## src/rtl/decoder_4to16.sv

```systemverilog
// Registered 4-to-16 one-hot word-line decoder with enable, one cycle of latency.
// Optional build macro DECODER_ONEHOT_CHECK_EN adds a sticky `err` output that flags a non-one-hot output word.
module decoder_4to16 (
  input  logic        clk,
  input  logic        rst,
  input  logic [3:0]  in,
  input  logic        En,
  output logic [15:0] out,
  output logic        valid,
  output logic [3:0]  idx
`ifdef DECODER_ONEHOT_CHECK_EN
  ,
  output logic        err
`endif
);

  logic [15:0] next_out;

  // Next word-line pattern: one line for the selected word, none when disabled.
  always_comb begin
    next_out = 16'h0000;
    if (En) begin
      next_out = 16'h0001 << in;
    end else begin
      next_out = 16'h0000;
    end
  end

  // Output registers; reset clears them without waiting for a clock edge.
  always_ff @(posedge clk or posedge rst) begin
    if (rst) begin
      out   <= 16'h0000;
      valid <= 1'b0;
      idx   <= 4'h0;
    end else begin
      out   <= next_out;
      valid <= En;
      idx   <= in;
    end
  end

`ifdef DECODER_ONEHOT_CHECK_EN
  // True when the word has at most one bit set.
  function automatic logic zero_or_onehot(input logic [15:0] word);
    return ((word & (word - 16'd1)) == 16'h0000);
  endfunction

  // Sticky flag: multi-hot word, or a live word with no line selected.
  always_ff @(posedge clk or posedge rst) begin
    if (rst) begin
      err <= 1'b0;
    end else if (!zero_or_onehot(out) || (valid && (out == 16'h0000))) begin
      err <= 1'b1;
    end else begin
      err <= err;
    end
  end
`endif

endmodule

```

## config.mk

```make
export PLATFORM = sky130hd
export DESIGN_NAME = decoder_4to16
export DESIGN_NICKNAME = d
export VERILOG_FILES = /design/src/rtl/decoder_4to16.sv
export SDC_FILE = /design/constraint.sdc
export NUM_CORES = 1
export LEC_CHECK = 0
export BUFFER_PORTS_ARGS = -buffer_cell sky130_fd_sc_hd__buf_2
export CORE_AREA = 2 2 42 73
export CTS_BUF_LIST = sky130_fd_sc_hd__clkbuf_4
export DETAILED_ROUTE_END_ITERATION = 8
export DIE_AREA = 0 0 44 75
export GPL_TIMING_DRIVEN = 0
export SETUP_SLACK_MARGIN = 0.3
export SLEW_MARGIN = 20
export SYNTH_ARGS = -nofsm -noshare
export SYNTH_HDL_FRONTEND = slang
export SYNTH_SLANG_ARGS = --single-unit
```

## constraint.sdc

```tcl
create_clock -name clk -period 1 [get_ports clk]
set_clock_uncertainty 0.05 [all_clocks]
set_input_delay 0.1 -clock clk [delete_from_list [all_inputs] [get_ports clk]]
set_output_delay 0.1 -clock clk [all_outputs]
set_load 0.05 [all_outputs]
```

==> results.yml <==
worst_setup_path:
  crit_required_ns: 0.85
  crit_path_start_kind: "flip-flop"
  slowest_stage: "dfrtp_2"
  end_kind: "primary output"
  critPathMaxStageDelay_ns: 0.42
  path_delay_family: "flip-flops"
  crit_buf_inv: 1
  crit_arrival_ns: 0.87
  worstSetupPathType: "reg2out"
  cp_cell_sequence: "buf_6"
  path_max_fanout: 1
timing:
  fmaxAchievable_ghz: 0.9806
  hold_ws_ns: -0.1329
  rsz0062_at_grt: "true"
  tightest_slew_ns: 0.7448
  finalSetupViolCount: 21
  slew_headroom_pct: 50.29
  worst_slack_ns: -0.01975
  slew_violations: 0
  min_period_ns: 1.020
  fin_crit_sh_pct: 102.0
  finalHoldViolCount: 26
grt:
  overflow: 0
  first_global_vias: 494
  grt_use_total_pct: 9.127
  grt_first_pass_wirelength_um: 2208
  antenna_found_initial: 0
  grt_max_degree: 22
clocking:
  clock_sink_count: 21
  cts_max_level: 1
  hold_buffers: 4
  clk_pin_slew_ns: 0.11
  cts_tree: "built"
  cts_buffers: 3
  cts-root-buf: "clkbuf_4"
  cts_buffer_depth: 2
  cts_setup_buffers: 0
yosys:
  synthCells: 45
  syn_area_per_cell_um2: 14.43
  synth_top_area_share_pct: 80.92
  ys_types: 11
  syn_area_um2: 649.4
  synth_nets: 52
  synth_seq_cells: 21
  ys.warnings.count: 0
  yosys-top-cells-area: "dfrtp_1 81%, nor2_1 6.4%, nor3_1 2.3%, nand3b_1 2.3%, nand2b_1 1.9%"
  synth-seq-area-share_pct: 80.92
  yosysTopAreaCell: "dfrtp_1"
layout:
  num-fill-cells: 264
  layout-drive-gt1-share_pct: 68.75
  diodes: 0
  num-nets-final: 88
  stdcell_count: 107
  syn2layout_area_growth_pct: 61.08
  final_cell_mix: "21 x dfrtp_2, 21 x buf_6, 11 x nor2_1, 6 x buf_2"
pwr:
  pwr-share-clk_pct: 26.6
  power_mw: 1.480
  p_sw_share_pct: 26.29
  intPower_mw: 1.091
  seqPwrFrac_pct: 59.6
  pwr_density_cell_nw_per_um2: 1415
  combPwrFrac_pct: 13.8
  p_leak_nw: 0.4841
  vdd_drop_max_mv: 0.6130
  p_sw_mw: 0.3892
floorplan:
  die_w_um: 44
  die_height_um: 75
  initial_core_util_pct: 24.14
  top_level_ports: 28
  coreArea_um2: 2690
  core.rowCount: 25
  dieArea_um2: 3300
detailed_routing:
  routedWlPerCell_um: 12.36
  drt-initial-drc-count: 6
  first_pass_iters: 3
  ant_nets: 0
  wl_um: 1323
  viasPerCell: 4.103
  drc: 0
  vias: 439
placed_design:
  globalplace.congestion: 0.6517
  io_buffers: 27
  hpwl_um: 954.8
  dp_cells: 99
status:
  status: "finished with violations"
  violations: "negative hold slack, negative setup slack"
min_path:
  min_path_type: "in2async"
flow_run:
  maxCapViolations: 0
==> layout make-up <==
class / count / area [um2] / share of cell area [%]
inverters: 1 / 3.754 / 0.3589
clock inverters: 1 / 5.005 / 0.4785
multi-input cells: 23 / 120.1 / 11.48
flip-flops and latches: 21 / 551.8 / 52.75
well taps: 27 / 33.78 / 3.230
clock buffers: 3 / 22.52 / 2.153
repair buffers: 31 / 309.0 / 29.55
==> through the flow <==
step	hold WS [ns]	setup TNS [ns]	setup slack, ns	utilization (%)	area [um2]
3_5_place_dp	0.2094	0	0.09583	31.40	844.6
4_1_cts	-0.1165	-0.4713	-0.03935	38.79	1044
2_1_floorplan	0.02615	0	0.2712	-	675.6
3_3_place_gp	0.1982	0	0.1095	31.40	844.6
5_1_grt	-0.08556	-0.9658	-0.06972	38.88	1046
6_report	-0.1329	-0.2069	-0.01975	38.88	1046
==> per-layer routing <==
metal  GRT usage, %  wire length [um]
met3          1.199                56
met2          15.36               743
met1          11.04               507
met5              0                 0
met4          5.051                16
==> power by group through the flow <==
stage / clock network, mW / logic [mW] / registers (mW)
2_1_floorplan: 0 / 0.0361 / 0.971
3_3_place_gp: 0 / 0.166 / 0.894
3_5_place_dp: 0 / 0.169 / 0.894
4_1_cts: 0.411 / 0.206 / 0.883
5_1_grt: 0.446 / 0.218 / 0.885
6_report: 0.393 / 0.205 / 0.882
==> registers in the layout, indices dropped and copies added, names as in the netlist <==
signal  count
valid       1
out        16
idx         4
==> cells by family after synthesis <==
family / count (synthesis) / synth area share, %
simple gates: 23 / 18.49
buf+inv: 1 / 0.5775
flops: 21 / 80.92
==> final timing paths <==
kind / start / endpoint / slack (ns) / depth (start not counted)
hold / removal: rst / out[14] / -0.13 / 2
min in group clk: in[0] / idx[0] / -0.06 / 1
setup / recovery: idx[2] / idx[2] / -0.02 / 1
max in group asynchronous: rst / valid / 0.52 / 2
==> synthesized netlist by cell type, drive strengths merged <==
cell type / number
dfrtp: 21
nor3: 4
nand3: 1
nand3b: 2
or3b: 1
nand2b: 2
inv: 1
nand2: 1
nor2: 12
==> repair_timing <==
action,4_1_cts,5_1_grt
gates resized for setup,42,1
hold endpoints to repair,30,26
setup endpoints to repair,21,23
Note: power is estimated with default switching activity, not from simulation.
